**config.mk**
```make
export PLATFORM = sky130hd
export DESIGN_NAME = key_conditioner
export DESIGN_NICKNAME = d
export VERILOG_FILES = /design/src/rtl/key_pkg.sv /design/src/rtl/key_debounce.sv /design/src/rtl/key_conditioner.sv
export SDC_FILE = /design/constraint.sdc
export NUM_CORES = 1
export LEC_CHECK = 0
export ABC_AREA = 1
export BUFFER_PORTS_ARGS = -buffer_cell sky130_fd_sc_hd__buf_2
export CORE_MARGIN = 3
export CORE_UTILIZATION = 36
export DETAILED_ROUTE_END_ITERATION = 8
export PLACE_DENSITY = 0.5
export SYNTH_ARGS = -nofsm -noshare
export SYNTH_HDL_FRONTEND = slang
export SYNTH_HIERARCHICAL = 1
export SYNTH_SLANG_ARGS = --single-unit
```
**constraint.sdc**
```tcl
create_clock -name Clock -period 2.34 [get_ports Clock]
set_clock_uncertainty 0.1 [all_clocks]
set_input_delay 0.351 -clock Clock [delete_from_list [all_inputs] [get_ports Clock]]
set_output_delay 0.351 -clock Clock [all_outputs]
set_load 0.05 [all_outputs]
```
**src/rtl/key_pkg.sv**
```systemverilog
// Shared types and defaults for the push-button conditioner.
package key_pkg;

    typedef enum logic [1:0] {
        KEY_IDLE,
        KEY_PRESS_WAIT,
        KEY_HELD,
        KEY_REL_WAIT
    } key_state_t;

    localparam int KEY_DEBOUNCE_DEFAULT = 500000;

endpackage

```
**src/rtl/key_debounce.sv**
```systemverilog
// One key: two-flop synchroniser, press/release debounce FSM, held level and
// a single-cycle qualify strobe when a press is accepted.
module key_debounce
    import key_pkg::*;
#(
    parameter int DEBOUNCE_CYCLES = KEY_DEBOUNCE_DEFAULT
) (
    input  logic Clock,
    input  logic Resetn,
    input  logic button_i,
    output logic held_o,
    output logic qualify_o
);

    localparam int CW = $clog2(DEBOUNCE_CYCLES);
    localparam logic [CW-1:0] CNT_LAST = CW'(DEBOUNCE_CYCLES - 1);

    logic          sync1_q, sync2_q;
    key_state_t    state_q, state_d;
    logic [CW-1:0] cnt_q, cnt_d;
    logic          held_q, held_d;

    always_ff @(posedge Clock or negedge Resetn) begin
        if (!Resetn) begin
            sync1_q <= 1'b1;
            sync2_q <= 1'b1;
            state_q <= KEY_IDLE;
            cnt_q   <= '0;
            held_q  <= 1'b0;
        end else begin
            sync1_q <= button_i;
            sync2_q <= sync1_q;
            state_q <= state_d;
            cnt_q   <= cnt_d;
            held_q  <= held_d;
        end
    end

    // sync2_q is the synchronised level: 0 = pressed
    always_comb begin
        state_d   = state_q;
        cnt_d     = cnt_q;
        qualify_o = 1'b0;
        case (state_q)
            KEY_IDLE: begin
                if (!sync2_q) begin
                    state_d = KEY_PRESS_WAIT;
                    cnt_d   = '0;
                end
            end
            KEY_PRESS_WAIT: begin
                if (sync2_q) begin
                    state_d = KEY_IDLE;
                end else if (cnt_q == CNT_LAST) begin
                    state_d   = KEY_HELD;
                    qualify_o = 1'b1;
                end else begin
                    cnt_d = cnt_q + 1'b1;
                end
            end
            KEY_HELD: begin
                if (sync2_q) begin
                    state_d = KEY_REL_WAIT;
                    cnt_d   = '0;
                end
            end
            KEY_REL_WAIT: begin
                if (!sync2_q) begin
                    state_d = KEY_HELD;
                end else if (cnt_q == CNT_LAST) begin
                    state_d = KEY_IDLE;
                end else begin
                    cnt_d = cnt_q + 1'b1;
                end
            end
            default: state_d = KEY_IDLE;
        endcase
        held_d = (state_d == KEY_HELD) || (state_d == KEY_REL_WAIT);
    end

    assign held_o = held_q;

endmodule

```
**src/rtl/key_conditioner.sv**
```systemverilog
// Debounces N_KEYS active-low buttons and serialises accepted presses into
// one-hot single-cycle pulses, highest key index first.
module key_conditioner
    import key_pkg::*;
#(
    parameter int DEBOUNCE_CYCLES = KEY_DEBOUNCE_DEFAULT,
    parameter int N_KEYS          = 3
) (
    input  logic              Clock,
    input  logic              Resetn,
    input  logic [N_KEYS-1:0] Button,
    output logic [N_KEYS-1:0] Pulse,
    output logic [N_KEYS-1:0] Held
);

    logic [N_KEYS-1:0] qualify;
    logic [N_KEYS-1:0] held_w;
    logic [N_KEYS-1:0] pending_q, pending_d;
    logic [N_KEYS-1:0] pulse_q, grant_d;
    logic              found;

    for (genvar g = 0; g < N_KEYS; g++) begin : g_key
        key_debounce #(
            .DEBOUNCE_CYCLES(DEBOUNCE_CYCLES)
        ) u_key (
            .Clock    (Clock),
            .Resetn   (Resetn),
            .button_i (Button[g]),
            .held_o   (held_w[g]),
            .qualify_o(qualify[g])
        );
    end

    // A key that qualifies while its bit is still pending merges into it.
    always_comb begin
        grant_d = '0;
        found   = 1'b0;
        for (int i = N_KEYS - 1; i >= 0; i--) begin
            if (pending_q[i] && !found) begin
                grant_d[i] = 1'b1;
                found      = 1'b1;
            end
        end
        pending_d = (pending_q & ~grant_d) | qualify;
    end

    always_ff @(posedge Clock or negedge Resetn) begin
        if (!Resetn) begin
            pending_q <= '0;
            pulse_q   <= '0;
        end else begin
            pending_q <= pending_d;
            pulse_q   <= grant_d;
        end
    end

    assign Pulse = pulse_q;
    assign Held  = held_w;

endmodule

```
# After elaboration in Yosys (flattened, before gate mapping)
# Index checks and enable logic that the tools add are counted.
dict set report op_classes {
  n_addsub 3
  eq_ne 30
  muxes 52
  bitwise_logic 3
  n_reduce_logical 13
}
# cell n
set op_table {}
lappend op_table {{2-to-1 mux 19 bit} 15}
lappend op_table {{case mux 19 bit (4 select lines)} 3}
lappend op_table {{adder 19 x 1 -> 19 bit (second input constant)} 3}
lappend op_table {{equality test 19 bit (second input constant)} 3}
lappend op_table {{2-to-1 mux 2 bit} 18}
lappend op_table {{equality test 2 bit (second input constant)} 12}
lappend op_table {{case mux 2 bit (4 select lines)} 3}
lappend op_table {{2-to-1 mux 1 bit} 13}
lappend op_table {{!= test 2 x 1 -> 1 bit (second input constant)} 6}
lappend op_table {{!= test 2 bit (second input constant)} 6}
lappend op_table {{AND reduction 4 bit} 3}
lappend op_table {{equality test 2 x 1 -> 1 bit (second input constant)} 3}
lappend op_table {{zero test 2 bit} 3}
lappend op_table {{AND 3 bit} 1}
lappend op_table {{logical OR 1 bit} 3}
lappend op_table {{NOT 3 bit} 1}
lappend op_table {{bitwise OR 3 bit} 1}
lappend op_table {{logical AND 1 bit} 2}
lappend op_table {{zero test 1 bit} 2}
dict set report word_totals {
  reg_bits 78
  input_bits 5
  elab_cells 118
}

# Depth between registers and ports, before layout
# Gate-level depths: netlist of the first run.
dict set report depth {
  word_depth 10
  depth_mapped 10
  depth_no_buf 9
}

# Modules after synthesis
# The synthesis of the first run kept the hierarchy.
# module n_inst cells_per_inst area_per_inst_um2 seq_area_each_um2
set by_module_without_submodules {}
lappend by_module_without_submodules {{key_debounce at g_key[0].u_key ...} 2 202 1446.4 578.1}
lappend by_module_without_submodules {{key_debounce at g_key[2].u_key} 1 202 1422.6 578.1}
lappend by_module_without_submodules {key_conditioner 1 13 190.2 150.1}

# Worst setup path before layout of the first run
# No wires, ideal clock.
dict set report synth_path {
  path_type {register -> register}
  from {register g_key[0].u_key.cnt_q[0]}
  to {register g_key[0].u_key.cnt_q[17]}
  arrival_ns 1.500
  required_time_ns 2.122
  setup_slack_ns 0.622
  stages_incl_launch_ff 10
  cell_sequence {dfrtp_1 -> ha_1 -> inv_2 -> nor2_4 -> nand3_2 -> nor2_4 -> nor2_4 -> buf_4 -> nand3_1 -> nand2_1}
}
dict set report synth_via {
  elab_chain_len 4
  word_cells_on_any_way 6
  cone_classes {add/sub: 1; eq/ne: 1; mux: 4}
}
# element line
set synth_lines {}
lappend synth_lines {{start, declared} key_debounce.sv:20} ;# logic [CW-1:0] cnt_q, cnt_d;
lappend synth_lines {{start signal, assigned} key_debounce.sv:34} ;# cnt_q <= cnt_d;
lappend synth_lines {{adder 19 x 1 -> 19 bit / equality test 19 bit (equally long branches)} --}
lappend synth_lines {{2-to-1 mux 19 bit (*)} {key_debounce.sv:54, key_debounce.sv:70}}
lappend synth_lines {{2-to-1 mux 19 bit (on tied branches)} {key_debounce.sv:68, key_debounce.sv:52}}
lappend synth_lines {{case mux 19 bit (4 select lines) (*)} key_debounce.sv:44} ;# case (state_q)
# Every way passes the cells marked *; elsewhere a longest branch is shown, timed or not. The select of a mux whose other input is x is not followed.
# A chain may end at the register's enable or synchronous reset.

# Worst setup path after layout of the first run
dict set report layout_path {
  from {register g_key[0].u_key.cnt_q[0]}
  to {register g_key[0].u_key.cnt_q[12]}
}
# Same word-level chain as after synthesis.

==> metrics, run 1 <==
outcome complete, no violations; Worst Tran Pin Value 0.522 ns; cell accounting for the most synthesized area dfrtp_1; hpwl dp 7.21 mm; Startpoint Class register; global-route wire length before repair 18.1 mm; setup TNS 0 ns; VDD IR max 364 uV; top post-synthesis cells by area dfrtp_1 38%, nand2_1 18%, nor2_1 7.3%, nand3_1 5.9%, inv_1 4.0%; Final Setup Violations 0; IO Port Bufs 10; Synth Warn # 6; starting density of the core 37.2%; core area 0.0121 sq mm; Worst Hold Class register to register; fmax 506 MHz; Synth top area share 38.3%; Via density 4.78; Die X-Extent 118 um; Synth Net Count 627; CTS Buffer Depth 2; worst skew pair latency 0.34 ns; worst-path fanout max 24; most common cell after layout, fill and taps aside nand2_1; GR Overflow Total 0; synth unique cells 29; Slew Viols, Final 0; CTS H-tree depth 3; clock root buffer clkbuf_16; DIE AREA 0.0139 sq mm; r2r setup slk 0.36 ns; via count of the first global-routing pass 3682; RSZ-0062 raised after global routing no; Reg2Reg Depth 9; max_cap viols 0; final wirelength 10.1 mm; diode count 0; largest net degree at the start of global routing 47; I/O Pins 11; Post-DRT Antenna Nets 0; CTS sink count 75; area grow syn2layout 12.2%; relative slew slack 64.9%; height of the die 118 um; Layout Nets 646; register area share after synthesis 41.8%; min Tclk post-route 1.98 ns; Vias 3873; Static Leak 2.11 nW; Finished Layout Cells 811; Arrival @ worst endpoint 2.09 ns; clock-pin slew on the worst setup and hold paths 0.07 ns; RD Place Congestion 0.862; commonest non-fill, non-tap cells in the layout 212 x nand2_1, 88 x nor2_1, 69 x dfrtp_1, 53 x nand3_1, 48 x inv_1; DRC Markers 0; final core occ 41.7%; drt pass-1 iters 4; Crit Path Class register to register; All-Layer GR Usage 15.7%; CTS tree done; Avg Cell Area, Syn 7.28 sq um; Worst Hold Endpoint g_key[0].u_key/sync2_q; final worst-path cycle share 84.4%; 1st-iter DRT viols 237; CTS buffer count 9; Required @ worst endpoint 2.46 ns; WHS Path Cells 0; Yosys reg bits 75; Placed Cells 791; R2R Path End g_key[0].u_key/cnt_q[12]; pwr/cell area 567 mW/mm^2; Mapped Cells 619; WL per Instance 12.5 um; Synth Cell Area 0.00451 sq mm; # rows 40; Hold Startpoint g_key[0].u_key/sync1_q; Final Hold Vio Count 0; FF-to-FF Start g_key[0].u_key/cnt_q[0]; ratio of cells with drive above 1 in the final layout 11.5%; initial antenna violation count 0; Worst setup EP type register
-- cell usage after synthesis, drive strengths merged --
master and number:
xor2 18, o21ai 46, nor2 96, inv 53
o21bai 9, dfstp 6, nand4 21, or2 2
nor3b 1, nand3b 3, nand3 57, dfrtp 69
nand2 212, a21o 1, clkbuf 3, buf 9
ha 3, nor4 3, a21oi 6, clkinv 1
-- where the power goes --
| part | switching, mW | internal (mW) |
|---|---|---|
| Clock | 0.615 | 0.739 |
| Combinational | 0.112 | 0.0443 |
| Sequential | 0.0298 | 1.33 |
| Total | 0.757 | 2.11 |
-- metrics by stage --
stage	area, sq um	hold WS (ns)	power, mW	setup WS, ns
floorplan	4510	-0.0446	1.48	0.622
global placement	4730	0.219	1.53	0.389
detailed placement	4730	0.229	1.54	0.374
CTS	5050	0.263	2.92	0.341
global route	5050	0.262	3.00	0.142
finish	5050	0.261	2.87	0.364
-- cell type report --
| type | count | area (sq um) |
|---|---|---|
| clock buffers | 9 | 225 |
| clock inverters | 7 | 61.3 |
| fillers | 1283 | 7060 |
| inverters | 54 | 216 |
| multi-input cells | 478 | 2310 |
| flip-flops and latches | 75 | 1880 |
| well taps | 168 | 210 |
| repair buffers | 20 | 150 |
-- routing by layer --
metal	vias to the layer above	GRT usage, %	routed length, um
met3	15	2.79	354
met4	0	5.93	165
met5	-	0	0
met1	1759	22.7	5150
met2	63	23.6	4440
li1	2036	-	-
-- critical path, stage by stage, from the launching register on --
cell and delay (ns):
dfrtp_1 0.43, ha_1 0.30, inv_2 0.11, nor2_4 0.06, nand3_2 0.10, nor2_4 0.06
nor2_4 0.36, inv_6 0.16, nand2_1 0.08, o21ai_0 0.08
-- registers in the layout, indices dropped and copies added (netlist names) --
signal,cells
g_key.u_key/cnt_q,57
Pulse,3
g_key.u_key/held_o,3
g_key.u_key/state_q,3
g_key.u_key/sync1_q,3
g_key.u_key/sync2_q,3
pending_q,3
-- kinds of logic (layout without fill, tap and decap cells) --
kind of cell               Yosys count  in the layout  share of synthesized area [%]
buffers and inverters               66             90                           7.00
and+or+nand+nor                    395            395                           38.2
AOI/OAI and AO/OA                   62             62                           8.69
DFF                                 75             75                           41.8
xor gates and xnor gates            18             18                           3.50
adders and majority gates            3              3                          0.833
-- repair_timing --
item	in CTS	in global routing
setup buffers	0	0
hold endpoints to repair	30	0
hold buffers	4	0
resized for setup	0	0
-- how the worst max path moves through the flow --
| stage | start | end | slack, ns | cells after the start |
|---|---|---|---|---|
| 2_1_floorplan | g_key[0].u_key/cnt_q[0] | g_key[0].u_key/cnt_q[17] | 0.62 | 9 |
| 3_3_place_gp | g_key[2].u_key/cnt_q[0] | g_key[2].u_key/cnt_q[16] | 0.39 | 8 |
| 3_5_place_dp | g_key[0].u_key/cnt_q[0] | g_key[0].u_key/cnt_q[12] | 0.37 | 9 |
| 4_1_cts | g_key[0].u_key/cnt_q[0] | g_key[0].u_key/cnt_q[12] | 0.34 | 8 |
| 5_1_grt | g_key[0].u_key/cnt_q[0] | g_key[0].u_key/cnt_q[12] | 0.14 | 8 |
| 6_report | g_key[0].u_key/cnt_q[0] | g_key[0].u_key/cnt_q[12] | 0.36 | 9 |
Note: power is estimated with default switching activity, not from simulation.
==> run 2: changes to the inputs <==
Clock period 2.34 ns to 2.01 ns, I/O delays scaled along.
==> run 2 against run 1 <==
Effect of this change: combinational power is 30% higher; count of clock-buffer cells in the layout rose by 2; largest cell class unchanged; clock power is 25% higher; final cell count grew 1.6%; critical path type unchanged; critical path depth is 2 lower; power up 21%; hold slack worse by 0.0039 ns; register-to-register slack got worse by 0.19 ns.
==> metrics, run 2 (synthesis gave the netlist of run 1 again) <==
final wirelength 10.5 mm; Static Leak 2.19 nW; pwr/cell area 670 mW/mm^2; starting density of the core 37.2%; CTS H-tree depth 3; Placed Cells 804; CTS buffer count 9; r2r setup slk 0.18 ns; diode count 0; largest net degree at the start of global routing 28; most common cell after layout, fill and taps aside nand2_1; critical path's top delay family simple AND/OR/NAND/NOR gates; CTS Buffer Depth 2; ratio of cells with drive above 1 in the final layout 13.3%; drt pass-1 iters 4; Post-DRT Antenna Nets 0; max_cap viols 0; CTS sink count 75; clock-pin slew on the worst setup and hold paths 0.06 ns; CP max stage cell dfrtp_1; GR Overflow Total 0; All-Layer GR Usage 15.8%; initial antenna violation count 0; DRC Markers 0; CTS tree done; VDD IR max 503 uV; Layout Nets 659; Arrival @ worst endpoint 2.01 ns; Final Setup Violations 0; worst skew pair latency 0.34 ns; final worst-path cycle share 91.2%; post-CTS setup buffer count 0; Die X-Extent 118 um; CP Cell Sequence ha_1, inv_2, nor2_4, nand3_2, nor4_1, buf_4, a21o_1; 1st-iter DRT viols 299; via count of the first global-routing pass 3779; worst-path fanout max 6; Worst Hold Class register to register; dpl cell area 0.00482 sq mm; Final Hold Vio Count 0; global-route wire length before repair 18.0 mm; Worst Tran Pin Value 0.391 ns; fmax 545 MHz; max reg flops 57; register name with the most flops g_key.u_key/cnt_q; min Tclk post-route 1.83 ns; Finished Layout Cells 824; RSZ-0062 raised after global routing no; hpwl dp 7.75 mm; Required @ worst endpoint 2.19 ns; Startpoint Class register; relative slew slack 73.7%; Via density 4.80; Worst setup EP type register; setup TNS 0 ns; commonest non-fill, non-tap cells in the layout 212 x nand2_1, 88 x nor2_1, 69 x dfrtp_1, 53 x nand3_1, 48 x inv_1; post-route cell area 0.00518 sq mm; Vias 3959; Buf+Inv Stages, Crit Path 2; RD Place Congestion 0.911; Slew Viols, Final 0; DIE AREA 0.0139 sq mm; outcome complete, no violations; WL per Instance 12.7 um; clock root buffer clkbuf_16; height of the die 118 um; Crit Path Class register to register; delay of the slowest cell on the worst path 0.43 ns; IO Port Bufs 10; area grow syn2layout 14.9%; core area 0.0121 sq mm; # rows 40; I/O Pins 11; fillcell total 1275
run 2: path summary, 6_finish.rpt:
| kind | to | start | cells after the start |
|---|---|---|---|
| worst min-delay path | g_key[2].u_key/sync2_q | g_key[2].u_key/sync1_q | 0 |
| max in group asynchronous | g_key[0].u_key/sync2_q | Resetn | 3 |
| min in group asynchronous | g_key[1].u_key/cnt_q[12] | Resetn | 2 |
| worst max register to register | pending_q[1] | g_key[1].u_key/cnt_q[0] | 7 |
| worst min register to register | g_key[2].u_key/sync2_q | g_key[2].u_key/sync1_q | 0 |
| worst max-delay path | pending_q[1] | g_key[1].u_key/cnt_q[0] | 7 |
run 2: final cells by class:
| cell class | count | area [sq um] | area share (%) |
|---|---|---|---|
| multi-input cells | 478 | 2310 | 44.5 |
| well taps | 168 | 210 | 4.06 |
| flip-flops and latches | 75 | 1880 | 36.4 |
| clock inverters | 5 | 60.1 | 1.16 |
| inverters | 54 | 216 | 4.18 |
| clock buffers | 11 | 253 | 4.88 |
| repair buffers | 33 | 248 | 4.78 |
run 2: power by group:
part,leakage [nW],switching [mW],internal [mW]
Combinational,1.03,0.139,0.0652
Clock,0.152,0.656,1.03
Sequential,1.01,0.0308,1.55
run 2: through the flow:
stage	power [mW]	worst slack (ns)	utilization, %	hold slack, ns
6_report	3.47	0.176	42.7	0.257
5_1_grt	3.63	0.0937	42.7	0.264
4_1_cts	3.54	0.174	42.7	0.258
3_5_place_dp	1.81	0.210	39.8	0.133
3_3_place_gp	1.80	0.237	39.8	0.131
2_1_floorplan	1.72	0.292	-	-0.0941
run 2: what timing repair did:
action / in CTS / in global routing
resized for setup: 0 / 0
hold buffers: 4 / 0
hold endpoints to repair: 22 / 0
endpoints found under the setup margin: 0 / 0
run 2: metal layers:
layer | track usage (%) | part of all wire, % | up-vias
met4 | 6.30 | 1.3 | 0
met1 | 22.4 | 51 | 1841
met2 | 24.1 | 45 | 55
met3 | 2.69 | 3.1 | 8
met5 | 0 | 0 | -
li1 | - | - | 2055
==> run 3: changes to the inputs <==
Settings changed: BUFFER_PORTS_ARGS -buffer_cell sky130_fd_sc_hd__buf_2 to -buffer_cell sky130_fd_sc_hd__clkbuf_2.
==> run 3 against run 2 <==
Effect of this change: fmax increased by 1.9%; sequential share of layout area increased by 0.53 points; cell area decreased by 1.4%; power decreased by 7.6%; non-clock buffer count decreased by 3; setup slack improved by 0.034 ns; count of clock-buffer cells in the layout increased by 2; clock power decreased by 15%; core utilization decreased by 0.61 points; flip-flop and latch count unchanged; wire length decreased by 2.4%; sequential power about the same.
==> metrics, run 3 (synthesis gave the netlist of run 1 again) <==
outcome complete, no violations; ratio of cells with drive above 1 in the final layout 12.4%; Crit Path Class register to register; 1st-iter DRT viols 254; diode count 0; All-Layer GR Usage 15.7%; GR Overflow Total 0; fillcell total 1279; Arrival @ worst endpoint 1.90 ns; via count of the first global-routing pass 3810; min Tclk post-route 1.80 ns; max_cap viols 0; fmax 556 MHz; Register Area 0.00188 sq mm; final wirelength 10.2 mm; worst skew pair latency 0.33 ns; WL per Instance 12.5 um; Final Setup Violations 0; CP Cell Sequence ha_1, inv_2, nor2_4, nand3_2, nor2_4, nor2_4, inv_6, nand2_1, o21ai_0; global-route wire length before repair 18.1 mm; Required @ worst endpoint 2.11 ns; Worst setup EP type register; most common cell after layout, fill and taps aside nand2_1; Worst Tran Pin Value 0.359 ns; Post-DRT Antenna Nets 0; starting density of the core 37.2%; CTS sink count 75; initial antenna violation count 0; # rows 40; crit-path most repeated cell nor2_4; clock-pin slew on the worst setup and hold paths 0.06 ns; Slew Viols, Final 0; Die X-Extent 118 um; VDD IR max 359 uV; I/O Pins 11; RD Place Congestion 0.907; CTS Buffer Depth 2; height of the die 118 um; commonest non-fill, non-tap cells in the layout 212 x nand2_1, 88 x nor2_1, 69 x dfrtp_1, 53 x nand3_1, 48 x inv_1; DIE AREA 0.0139 sq mm; multi-input logic area 0.00231 sq mm; CTS buffer count 9; DRC Markers 0; post-CTS setup buffer count 0; relative slew slack 75.9%; pwr/cell area 628 mW/mm^2; CTS tree done; Vias 3911; max reg flops 57; worst-path fanout max 24; Startpoint Class register; Via density 4.76; clock root buffer clkbuf_16; register name with the most flops g_key.u_key/cnt_q; final worst-path cycle share 89.6%; Static Leak 2.15 nW; CP max stage cell dfrtp_1; RSZ-0062 raised after global routing no; Pwr Total 3.21 mW; setup TNS 0 ns; Worst Hold Class input port to async pin; CTS H-tree depth 3; hpwl dp 7.37 mm; area grow syn2layout 13.3%; Final Hold Vio Count 0; drt pass-1 iters 4; IO Port Bufs 10; Layout Nets 656; largest net degree at the start of global routing 65; delay of the slowest cell on the worst path 0.43 ns; core area 0.0121 sq mm
run 3: final timing paths:
kind / cells after the start / endpoint / start / slack [ns]
setup / recovery: 9 / g_key[0].u_key/cnt_q[15] / g_key[0].u_key/cnt_q[0] / 0.21
setup reg to reg: 9 / g_key[0].u_key/cnt_q[15] / g_key[0].u_key/cnt_q[0] / 0.21
max in group asynchronous: 3 / g_key[2].u_key/sync1_q / Resetn / 0.92
hold / removal: 2 / g_key[1].u_key/cnt_q[8] / Resetn / 0.26
hold reg to reg: 0 / g_key[2].u_key/sync2_q / g_key[2].u_key/sync1_q / 0.26
min in group Clock: 0 / g_key[2].u_key/sync2_q / g_key[2].u_key/sync1_q / 0.26
run 3: layout make-up:
cell class,instances,area share [%]
Clock buffer,13,4.71
Clock inverter,3,0.294
Inverter,54,4.24
Multi-Input combinational cell,478,45.3
Sequential cell,75,36.9
Tap cell,168,4.12
Timing Repair Buffer,30,4.41
run 3: metrics by stage:
| step | area (sq um) | setup WS [ns] | utilization [%] | std cells | hold slack (ns) |
|---|---|---|---|---|---|
| after floorplan | 4510 | 0.292 | - | 619 | -0.0941 |
| after global placement | 4800 | 0.105 | 39.6 | 801 | 0.0717 |
| after detailed placement | 4800 | 0.142 | 39.6 | 801 | 0.0710 |
| after CTS | 5100 | 0.114 | 42.1 | 821 | 0.249 |
| after global routing | 5100 | 0.0653 | 42.1 | 821 | 0.258 |
| final | 5100 | 0.210 | 42.1 | 821 | 0.256 |
run 3: critical path: cells and delay by family (launching register included):
kind,cells,cell delay (ns)
fa+ha+maj,1,0.24
compound gates,1,0.07
simple gates,5,0.58
buf+inv,2,0.24
flops,1,0.43
run 3: layer usage:
layer	share of wire, %	GRT usage [%]
met1	51	21.9
met2	45	24.1
met3	2.9	3.46
met4	0.72	5.13
met5	0	0
run 3: timing repair:
| item | in CTS | in global routing |
|---|---|---|
| endpoints found under the setup margin | 0 | 1 |
| resized for setup | 0 | 1 |
| hold buffers | 4 | 0 |
| hold endpoints to repair | 14 | 0 |
run 3: power by group:
group	switching (mW)	internal [mW]
sequential	0.0315	1.55
combinational	0.137	0.0600
clock	0.602	0.831
total	0.770	2.44
